**config.mk**
```make
export PLATFORM = sky130hd
export DESIGN_NAME = sqrt_ctrl
export DESIGN_NICKNAME = d
export VERILOG_FILES = /design/src/rtl/sqrt_ctrl.sv
export SDC_FILE = /design/constraint.sdc
export NUM_CORES = 1
export LEC_CHECK = 0
export BUFFER_PORTS_ARGS = -buffer_cell sky130_fd_sc_hd__buf_2
export CAP_MARGIN = 20
export CORE_MARGIN = 2
export CORE_UTILIZATION = 33
export CTS_BUF_LIST = sky130_fd_sc_hd__clkbuf_8 sky130_fd_sc_hd__clkbuf_16
export DETAILED_ROUTE_END_ITERATION = 8
export PLACE_DENSITY_LB_ADDON = 0.05
export SKIP_LAST_GASP = 1
export SYNTH_ARGS = -nofsm -noshare
export SYNTH_HDL_FRONTEND = slang
export SYNTH_SLANG_ARGS = --single-unit
```
**constraint.sdc**
```tcl
create_clock -name clk_i -period 2.05 [get_ports clk_i]
set_clock_uncertainty 0.15 [all_clocks]
set_input_delay 0.3075 -clock clk_i [delete_from_list [all_inputs] [get_ports clk_i]]
set_output_delay 0.3075 -clock clk_i [all_outputs]
set_load 0.02 [all_outputs]
```
**src/rtl/sqrt_ctrl.sv**
```systemverilog
// sqrt_ctrl: sequencing controller for an odd-sum iterative integer square-root datapath
// Ports: clk_i/rst_ni clock and async active-low reset; in_valid_i/in_ready_o/in_dt_i operand handshake;
// out_valid_o/out_ready_i/out_root_o/out_err_o result handshake; dp_busy_o/dp_dt_o drive the datapath;
// dp_flag_i/dp_result_i come back from it.
module sqrt_ctrl #(
  parameter int DW       = 8,
  parameter int MAX_ITER = 15
) (
  input  logic            clk_i,
  input  logic            rst_ni,
  input  logic            in_valid_i,
  output logic            in_ready_o,
  input  logic [DW-1:0]   in_dt_i,
  output logic            out_valid_o,
  input  logic            out_ready_i,
  output logic [DW/2-1:0] out_root_o,
  output logic            out_err_o,
  output logic            dp_busy_o,
  output logic [DW-1:0]   dp_dt_o,
  input  logic            dp_flag_i,
  input  logic [DW-1:0]   dp_result_i
);
  localparam int CW = $clog2(MAX_ITER + 1);
  localparam int RW = DW / 2;
  typedef enum logic [1:0] {IDLE, CALC, DONE} state_e;
  state_e        state_q, state_d;
  logic [DW-1:0] dt_q, dt_d;
  logic [CW-1:0] cnt_q, cnt_d;
  logic [RW-1:0] root_q, root_d;
  logic          err_q, err_d;
  always_ff @(posedge clk_i or negedge rst_ni) begin
    if (!rst_ni) begin
      state_q <= IDLE;
      dt_q    <= '0;
      cnt_q   <= '0;
      root_q  <= '0;
      err_q   <= 1'b0;
    end else begin
      state_q <= state_d;
      dt_q    <= dt_d;
      cnt_q   <= cnt_d;
      root_q  <= root_d;
      err_q   <= err_d;
    end
  end
  // The datapath steps once more on the exit edge; the root is taken from cnt
  // and dp_result_i is compared before that edge, so the extra step is harmless.
  always_comb begin
    state_d = state_q;
    dt_d    = dt_q;
    cnt_d   = cnt_q;
    root_d  = root_q;
    err_d   = err_q;
    case (state_q)
      IDLE: if (in_valid_i) begin
        dt_d    = in_dt_i;
        cnt_d   = '0;
        state_d = CALC;
      end
      CALC: if (dp_flag_i) begin
        if (cnt_q == CW'(MAX_ITER)) begin
          root_d  = '0;
          err_d   = 1'b1;
          state_d = DONE;
        end else begin
          cnt_d = cnt_q + CW'(1);
        end
      end else begin
        root_d  = (dt_q == '0) ? '0 : RW'(cnt_q) + RW'(1);
        err_d   = dp_result_i != DW'(cnt_q);
        state_d = DONE;
      end
      DONE: state_d = out_ready_i ? IDLE : DONE;
      default: state_d = IDLE;
    endcase
  end
  assign in_ready_o  = state_q == IDLE;
  assign out_valid_o = state_q == DONE;
  assign dp_busy_o   = state_q == CALC;
  assign dp_dt_o     = dt_q;
  assign out_root_o  = root_q;
  assign out_err_o   = err_q;
endmodule

```
* Word level (Yosys, flattened, before mapping)
Cells that the tools add are included.
Cells by class: add/sub/neg operators 1, equal/unequal tests 9, multiplexer cells 14, reduce and logical (&&, ||, !) cells 7
Operator list (number):
- 2-to-1 mux 4 bit | 6
- logical NOT 8 bit | 1
- 2-to-1 mux 2 bit | 4
- != test 8 x 4 -> 1 bit | 1
- one-hot mux 4 bit (2 select lines) | 1
- one-hot mux 2 bit (3 select lines) | 1
- AND reduction 2 bit | 3
- adder 4 x 1 -> 4 bit, second input constant | 1
- equality test 4 bit, second input constant | 1
- != test 2 x 1 -> 1 bit, second input constant | 2
- != test 2 bit, second input constant | 2
- AND reduction 4 bit | 1
- != test 3 x 2 -> 1 bit, second input constant | 1
- equality test 2 x 1 -> 1 bit, second input constant | 1
- equality test 2 bit, second input constant | 1
- logical NOT 2 bit | 1
- 2-to-1 mux 1 bit | 2
- nonzero test 2 bit | 1
Word-level totals: register bits 19, bits of input ports 21, word-level logic and storage cells 36

* Depth between registers and ports, before layout
Gate-level depths: netlist of run 1.
depth in word-level cells 4, depth in mapped cells 4, gate-level depth less buffers 4

* Least setup slack after synthesis of run 1
No wires, ideal clock.
path type register to register, start register cnt_q[0], end register cnt_q[3], setup time 125 ps, data arrival time 1355 ps, setup slack 421 ps, stages on the path, launching flop included 5, path buffers 0, clock period less this slack 1629 ps, cell sequence dfrtp_1 ha_1 and3_1 o21ai_2 mux2_2
Between the ends: cells in the longest elaborated chain, start to end 4
Ends and longest elaborated chain:
- start, declared | RTL line 28 | logic [CW-1:0] cnt_q, cnt_d;
- start signal, assigned | RTL line 41 | cnt_q <= cnt_d;
- adder 4 x 1 -> 4 bit | RTL line 66 | cnt_d = cnt_q + CW'(1);
- 2-to-1 mux 4 bit | RTL line 61 | if (cnt_q == CW'(MAX_ITER)) begin
- 2-to-1 mux 4 bit | RTL line 60 | CALC: if (dp_flag_i) begin
- one-hot mux 4 bit (2 select lines) | RTL line 54 | case (state_q)
Parallel ways exist; a longest one is shown, timed or not. The select of a mux whose other input is x is not followed. A chain may end at the register's enable or synchronous reset.

* Worst setup path after layout of run 1
start register cnt_q[0], end register state_q[1]
Between the ends: cells in the longest elaborated chain, start to end 3
Ends and longest elaborated chain:
- equality test 4 bit | RTL line 61
- != test 3 x 2 -> 1 bit (no line)
- AND reduction 2 bit (no line)
- end signal, assigned | RTL line 39 | state_q <= state_d;
- end, declared | RTL line 26 | state_e state_q, state_d;
Every way passes these cells.

==> impl_metrics.json, run 1 <==
{
  "p_per_area_mw_per_mm2": 1450,
  "cts_tree": "built",
  "min_path_type": "input port to register",
  "start_kind": "register",
  "p_leak_uw": 0.000654,
  "antenna_found_initial": 0,
  "drive_above_1_share_pct": 45.2,
  "max_freq_ghz": 0.543,
  "fin_hold_ws_ns": 0.0826,
  "numCtsBuffers": 3,
  "place_area_mm2": 0.00115,
  "fin_nets": 138,
  "cp_slowest_stage_delay_ns": 0.44,
  "grt_first_pass_wirelength_um": 3460,
  "rr_endpoint": "state_q[1]",
  "synth_cell_types": 31,
  "cts_htree_levels": 1,
  "timing.critical_path.buf_inv": 0,
  "synth.avg_cell_area_um2": 12.4,
  "wl_per_cell_um": 13.8,
  "ctsHoldBuffers": 1,
  "vias_per_cell": 4.95,
  "reg2reg_slack_ns": 0.21,
  "clock-root-buffer": "clkbuf_8",
  "cts.clk_slew.worst_paths_ns": 0.07,
  "postRouteAntennaNets": 0,
  "worstPathRequired_ns": 2.01,
  "overflow": 0,
  "ir_drop_mv": 0.945,
  "ys_ff_latch": 19,
  "worstHoldEndpoint": "state_q[1]",
  "ys_warn_count": 0,
  "ff2ff_path_depth": 4,
  "final_common_cell": "buf_2",
  "wirelength_um": 2020,
  "synth_area_leaders": "dfrtp_1 50%, mux2_4 13%, xor2_1 4.6%, a22o_1 3.7%, mux2i_1 2.1%",
  "fin_ws_ns": 0.209,
  "grt_pass1_vias": 718,
  "status": "completed",
  "ys_seq_area_share_pct": 50.4,
  "rsz0062_at_grt": "no",
  "core-area_mm2": 0.00273,
  "maxCapViolCount": 0,
  "rows": 19,
  "clk_latency_ns": 0.25,
  "drt_iter0_markers": 9,
  "netlist_instances": 76,
  "cts_sinks": 19,
  "setup_tns_ns": 0,
  "maxSlewHeadroom_pct": 65.9,
  "crit_fanout": 6,
  "arrival_ns": 1.80,
  "dp_hpwl_um": 1530,
  "vias": 722,
  "die_h_um": 57.5,
  "syn2layout_area_growth_pct": 27.3,
  "die_w_um": 57.5,
  "n_antenna_cell": 0,
  "post-route-min-period_ns": 1.84,
  "postCtsSetupRepairBufs": 0,
  "cts_resized": 0,
  "num_io_pins": 37,
  "die-area_mm2": 0.00330,
  "design_area_mm2": 0.00120,
  "path_class": "register to register",
  "endpoint_kind": "register",
  "portBuffers": 36,
  "hold_start": "out_ready_i",
  "start_util_pct": 34.5,
  "cts_buffer_depth": 2,
  "path_cells": "ha_1, and3_1, o21ai_1, o21ai_0",
  "netlist.area_leader.share_pct": 50.4,
  "finalSetupViolations": 0,
  "grt_use_total_pct": 13.6,
  "worst_hold_path.num_cells": 2,
  "report.power.total_uw": 1740,
  "dp_slack_ns": 0.198,
  "mappedNetlistNets": 98,
  "syn-cell-area_um2": 943,
  "drv_slew": 0,
  "layout_common_cells": "36 x buf_2, 19 x dfrtp_1, 8 x mux2_4",
  "final.period_utilization_pct": 89.8,
  "worst_slew_pin_slew_ns": 0.509,
  "dr.pass1.iters": 2,
  "path_delay_family": "compound AO/OA/AOI/OAI gates",
  "rr_startpoint": "cnt_q[0]",
  "gp_congestion": 0.771,
  "finalHoldViolCount": 0,
  "cp_slowest_cell": "dfrtp_1",
  "yosys.area.top_type": "dfrtp_1",
  "grt_max_degree": 20,
  "drc": 0
}
## registers in the layout, summed over array words and instances (netlist names)
register    flops
out_err_o       1
cnt_q           4
state_q         2
out_root_o      4
dp_dt_o         8
## cell usage after synthesis, drive strengths merged
cell type,count
a21oi,2
mux2,9
and2b,1
nand3b,2
xor2,5
inv,5
and3b,1
nor4,3
buf,1
or4,1
nor2,2
or2,1
mux2i,2
nand3,1
or2b,1
a22oi,1
nand2,1
o211ai,2
dfrtp,19
ha,1
a22o,4
nor2b,1
clkbuf,1
or3b,3
and3,1
o21ai,5
## area by class of cell
type / instances / area, um2
fillers: 271 / 1530
flip-flops and latches: 19 / 475
multi-input cells: 50 / 433
repair buffers: 37 / 190
clock buffers: 3 / 41.3
well taps: 31 / 38.8
inverters: 5 / 18.8
clock inverters: 1 / 3.75
## cell families after synthesis
family                   after synthesis  share of synthesized area, %
AND/OR/NAND/NOR                       19                          13.7
multiplexers                          11                          16.0
adder cells (fa/ha/maj)                1                          1.33
buffers and inverters                  7                          3.71
flip-flops                            19                          50.4
XOR/XNOR                               5                          4.64
AO/OA/AOI/OAI                         14                          10.2
## per-stage QoR
step	utilization [%]	std cells
global placement	41.9	141
floorplan	-	76
detailed placement	41.9	141
finish	43.9	146
global route	43.9	146
CTS	43.9	146
## power breakdown
group          total, uW  switching, uW  leakage [uW]  internal (uW)
Clock                253            120     0.0000269            133
Combinational        798            410      0.000393            388
Sequential           688            158      0.000234            530
Total               1740            687      0.000654           1050
## how the worst max path moves through the flow
stage / startpoint / to / slack [ns] / cells past startpoint
2_1_floorplan: cnt_q[0] / cnt_q[3] / 0.42 / 4
3_3_place_gp: cnt_q[0] / state_q[1] / 0.28 / 4
3_5_place_dp: cnt_q[0] / state_q[1] / 0.20 / 4
4_1_cts: cnt_q[0] / state_q[1] / 0.18 / 4
5_1_grt: cnt_q[0] / state_q[1] / 0.02 / 4
6_report: cnt_q[0] / state_q[1] / 0.21 / 4
## per-layer routing
layer | global-route usage, % | vias to the layer above | routed length (um)
met2 | 22.9 | 17 | 1010
li1 | - | 350 | -
met3 | 4.99 | 2 | 98
met4 | 2.99 | 0 | 13
met5 | 0 | - | 0
met1 | 16.7 | 353 | 897
(Power assumes the default switching activity.)
==> run 2: changes to the inputs <==
PLACE_DENSITY = 0.56   (was unset)
PLACE_DENSITY_LB_ADDON = unset   (was 0.05)
==> run 2 against run 1 <==
Effect of this change:
- fmax fell by 1.2%
- sequential share of layout area barely moved
- sequential power barely moved
- core utilization barely moved
- total power rose by 0.35%
- via count fell by 0.55%
- clock-buffer cell count did not move
- cell count did not move
==> impl_metrics.json, run 2 (synthesis gave the netlist of run 1 again) <==
{
  "drc": 0,
  "die_w_um": 57.5,
  "final.period_utilization_pct": 90.9,
  "grt_pass1_vias": 687,
  "post-route-min-period_ns": 1.86,
  "worst_hold_path.num_cells": 2,
  "final_common_cell": "buf_2",
  "endpoint_kind": "register",
  "timing.critical_path.buf_inv": 0,
  "p_leak_uw": 0.000652,
  "nFillCells": 259,
  "dr.pass1.iters": 4,
  "cts_htree_levels": 1,
  "dp_hpwl_um": 1500,
  "cp_slowest_stage_delay_ns": 0.45,
  "drt_iter0_markers": 19,
  "ff2ff_path_depth": 4,
  "grt_max_degree": 20,
  "cts_sinks": 19,
  "syn2layout_area_growth_pct": 27.5,
  "grt_use_total_pct": 12.8,
  "max_freq_ghz": 0.537,
  "cp.depth": 4,
  "path_cells": "ha_1, and3_1, o21ai_1, o21ai_0",
  "maxCapViolCount": 0,
  "largest_reg_flops": 8,
  "grt_first_pass_wirelength_um": 3160,
  "core-area_mm2": 0.00273,
  "cts.clk_slew.worst_paths_ns": 0.07,
  "drv_slew": 0,
  "place_area_mm2": 0.00115,
  "fin_nets": 138,
  "reg2reg_slack_ns": 0.19,
  "p_per_area_mw_per_mm2": 1450,
  "cp_slowest_cell": "dfrtp_1",
  "portBuffers": 36,
  "n_antenna_cell": 0,
  "crit_fanout": 6,
  "min_path_type": "input port to register",
  "finalHoldViolCount": 0,
  "die-area_mm2": 0.00330,
  "rows": 19,
  "layout_common_cells": "36 x buf_2, 19 x dfrtp_1, 8 x mux2_4",
  "worstPathRequired_ns": 2.01,
  "die_h_um": 57.5,
  "drive_above_1_share_pct": 46.1,
  "maxSlewHeadroom_pct": 66.4,
  "antenna_found_initial": 0,
  "gp_congestion": 0.857,
  "path_class": "register to register",
  "worst_slew_pin_slew_ns": 0.500,
  "cts_tree": "built",
  "clk_latency_ns": 0.25,
  "finalSetupViolations": 0,
  "start_util_pct": 34.5,
  "overflow": 0,
  "numCtsBuffers": 3,
  "clock-root-buffer": "clkbuf_8",
  "start_kind": "register",
  "wirelength_um": 1940,
  "rsz0062_at_grt": "no",
  "status": "completed",
  "vias": 718,
  "setup_tns_ns": 0,
  "ir_drop_mv": 0.728,
  "path_delay_family": "compound AO/OA/AOI/OAI gates",
  "design_area_mm2": 0.00120,
  "postRouteAntennaNets": 0,
  "cts_buffer_depth": 2,
  "wl_per_cell_um": 13.3,
  "arrival_ns": 1.82,
  "num_io_pins": 37,
  "vias_per_cell": 4.92
}
-- run 2: cell types whose count changed in the layout (fill, tap and decap cells not counted), sizes merged --
cell	previous run	this run
clkinv	0	1
inv	6	5
-- run 2: per-stage QoR --
step	instances	total power, uW	utilization (%)	setup slack [ns]	hold slack, ns
3_3_place_gp	141	1490	41.9	0.316	0.118
5_1_grt	146	1870	44.0	0.105	0.104
6_report	146	1740	44.0	0.187	0.0967
2_1_floorplan	76	1260	-	0.421	-0.138
4_1_cts	146	1760	44.0	0.236	0.0901
3_5_place_dp	141	1500	41.9	0.255	0.116
-- run 2: timing repair --
action | 4_1_cts | 5_1_grt
hold buffers | 1 | 0
buffers inserted | 0 | 0
gates resized for setup | 0 | 0
endpoints found under the setup margin | 0 | 0
endpoints found under the hold margin | 19 | 0
-- run 2: routing by layer --
layer	GRT usage, %	vias up	part of all wire [%]
met5	0	-	0
met4	9.63	0	2.1
met3	4.31	4	6.4
met2	16.4	25	45
met1	17.6	337	47
li1	-	352	-
-- run 2: path summary, 6_finish.rpt --
path / from / endpoint
max: cnt_q[0] / state_q[1]
min: out_ready_i / state_q[1]
max reg2reg: cnt_q[0] / state_q[1]
min reg2reg: out_root_o[2] / out_root_o[2]
max in group asynchronous: rst_ni / dp_dt_o[3]
min in group asynchronous: rst_ni / out_err_o
-- run 2: cell type report --
class                   instances  area (um2)  share of cell area, %
flip-flops and latches         19         475                   39.5
multi-input cells              50         433                   36.0
repair buffers                 37         190                   15.8
clock buffers                   3        41.3                   3.43
well taps                      31        38.8                   3.23
inverters                       5        18.8                   1.56
clock inverters                 1        5.00                  0.416
-- run 2: power by group --
| group | internal (uW) | switching [uW] |
|---|---|---|
| Combinational | 388 | 413 |
| Sequential | 530 | 156 |
| Clock | 135 | 123 |
==> run 3: changes to the inputs <==
ABC_AREA = 1   (was unset)
PLACE_DENSITY = 0.55   (was 0.56)
RECOVER_POWER = 100   (was unset)
==> run 3 against run 2 <==
Effect of this change:
- global-route usage up 1.4 points
- total power is 6.4% lower
- via count is 26% higher
- routed wire length up 11%
- combinational power shrank 10%
- worst setup slack better by 0.20 ns
- critical endpoint is now in_ready_o
- largest power group unchanged
- highest routed layer is now met3
==> impl_metrics.json, run 3 <==
{
  "synth_top_family_by_area": "simple AND/OR/NAND/NOR gates",
  "drc": 0,
  "drive_above_1_share_pct": 17.2,
  "grt_first_pass_wirelength_um": 3790,
  "yosys.area_share.xor_xnor_pct": 0.894,
  "yosys.area.top_type": "dfrtp_1",
  "worst_slew_pin_slew_ns": 1.04,
  "wirelength_um": 2150,
  "cts_tree": "built",
  "die_h_um": 58.5,
  "endpoint_kind": "output pin",
  "synthArstFlopShare_pct": 100,
  "maxCapViolCount": 0,
  "mappedNetlistNets": 151,
  "placedCellCount": 195,
  "max_freq_ghz": 0.601,
  "dp_hpwl_um": 1710,
  "n_antenna_cell": 0,
  "worstHoldEndpoint": "state_q[1]",
  "synth_cell_types": 17,
  "rr_endpoint": "cnt_q[2]",
  "antenna_found_initial": 0,
  "p_per_area_mw_per_mm2": 1350,
  "cts_buffer_depth": 2,
  "status": "completed",
  "clk_latency_ns": 0.25,
  "hold_start": "out_ready_i",
  "core-area_mm2": 0.00278,
  "numCtsBuffers": 3,
  "crit_fanout": 10,
  "reg2reg_slack_ns": 0.43,
  "worstPathRequired_ns": 1.59,
  "start_util_pct": 35.2,
  "path_class": "register to output pin",
  "drt_iter0_markers": 40,
  "clock-root-buffer": "clkbuf_8",
  "rows": 19,
  "die-area_mm2": 0.00342,
  "rsz0062_at_grt": "no",
  "yosysMostFrequentCell": "nand2_1",
  "min_path_type": "input port to register",
  "setup_tns_ns": 0,
  "synth_compound_area_share_pct": 3.58,
  "ir_drop_mv": 0.728,
  "drv_slew": 0,
  "fin_cells": 200,
  "ys_warn_count": 0,
  "p_leak_uw": 0.000646,
  "vias_per_cell": 4.54,
  "start_kind": "register",
  "dr.pass1.iters": 4,
  "report.power.total_uw": 1630,
  "die_w_um": 58.5,
  "maxSlewHeadroom_pct": 30.4,
  "largest_reg_flops": 8,
  "cts_htree_levels": 1,
  "post-route-min-period_ns": 1.66,
  "postRouteAntennaNets": 0,
  "cts_resized": 0,
  "rr_startpoint": "state_q[1]",
  "cts.clk_slew.worst_paths_ns": 0.07,
  "synth-edff-count": 0,
  "fin_nets": 192,
  "yosys.area_share.simple_pct": 39.6,
  "num_io_pins": 37,
  "arrival_ns": 1.21,
  "muxShareOfSynthArea_pct": 0,
  "finalHoldViolCount": 0,
  "synth-main-ff-cell": "dfrtp_1",
  "netlist.area_leader.share_pct": 48.5,
  "worst_hold_path.num_cells": 2,
  "grt_pass1_vias": 901,
  "layout_common_cells": "56 x nand2_1, 19 x dfrtp_1, 19 x buf_2",
  "final_common_cell": "nand2_1",
  "fin_hold_ws_ns": 0.0823,
  "netlist_instances": 129,
  "overflow": 0,
  "ff2ff_path_depth": 4,
  "grt_max_degree": 20,
  "ys_ff_latch": 19,
  "wl_per_cell_um": 10.7,
  "synth.avg_cell_area_um2": 7.59,
  "syn-cell-area_um2": 980,
  "synth_common_cells": "54 x nand2_1, 19 x dfrtp_1, 15 x nor2_1",
  "synth_area_leaders": "dfrtp_1 49%, nand2_1 21%, nand3_1 6.1%, nor2_1 5.7%, inv_1 5.0%",
  "syn2layout_area_growth_pct": 23.6,
  "portBuffers": 36,
  "cts_sinks": 19,
  "final.period_utilization_pct": 81.1,
  "vias": 907,
  "gp_congestion": 0.765,
  "ys_seq_area_share_pct": 48.5,
  "synth-adder-area-share_pct": 1.28,
  "grt_use_total_pct": 14.2,
  "finalSetupViolations": 0
}
## run 3: power breakdown
group	internal (uW)	total [uW]	switching, uW
sequential	519	654	136
clock	135	260	125
combinational	212	719	506
## run 3: routing by layer
metal | share of wire (%) | global-route usage (%)
met1 | 47 | 18.6
met2 | 46 | 24.1
met3 | 6.7 | 2.42
met4 | 0 | 3.99
met5 | 0 | 0
## run 3: critical path, cell delays in order, from the launching register on
cell and delay (ns):
dfrtp_1 0.45, nor2_4 0.24, clkbuf_1 0.26
## run 3: kinds of logic after synthesis
group	count (synthesis)
adders and majority gates	1
AOI/OAI and AO/OA	5
DFF	19
xor gates and xnor gates	1
buffers and inverters	16
and+or+nand+nor	87
## run 3: what timing repair did
action,CTS,global route
endpoints found under the hold margin,19,0
hold buffers,1,0
buffers inserted,0,0
## run 3: worst max-delay path by stage
stage / from / to / cells after the start
6_report: state_q[1] / in_ready_o / 2
3_5_place_dp: cnt_q[0] / out_err_o / 7
3_3_place_gp: cnt_q[0] / out_err_o / 7
5_1_grt: state_q[1] / cnt_q[2] / 5
2_1_floorplan: cnt_q[0] / out_err_o / 7
4_1_cts: state_q[1] / in_ready_o / 2
## run 3: layout make-up
cell class / instances / area [um2]
Tap cell: 31 / 38.8
Inverter: 15 / 56.3
Multi-Input combinational cell: 94 / 425
Timing Repair Buffer: 37 / 169
Clock inverter: 1 / 5.00
Fill cell: 311 / 1570
Clock buffer: 3 / 41.3
Sequential cell: 19 / 475
## run 3: metrics by stage
step           utilization [%]  instance area, um2  worst slack (ns)
2_1_floorplan                -                 980             0.688
4_1_cts                   45.0                1250             0.400
5_1_grt                   43.5                1210             0.231
3_3_place_gp              43.0                1190             0.607
6_report                  43.5                1210             0.387
3_5_place_dp              43.0                1190             0.567
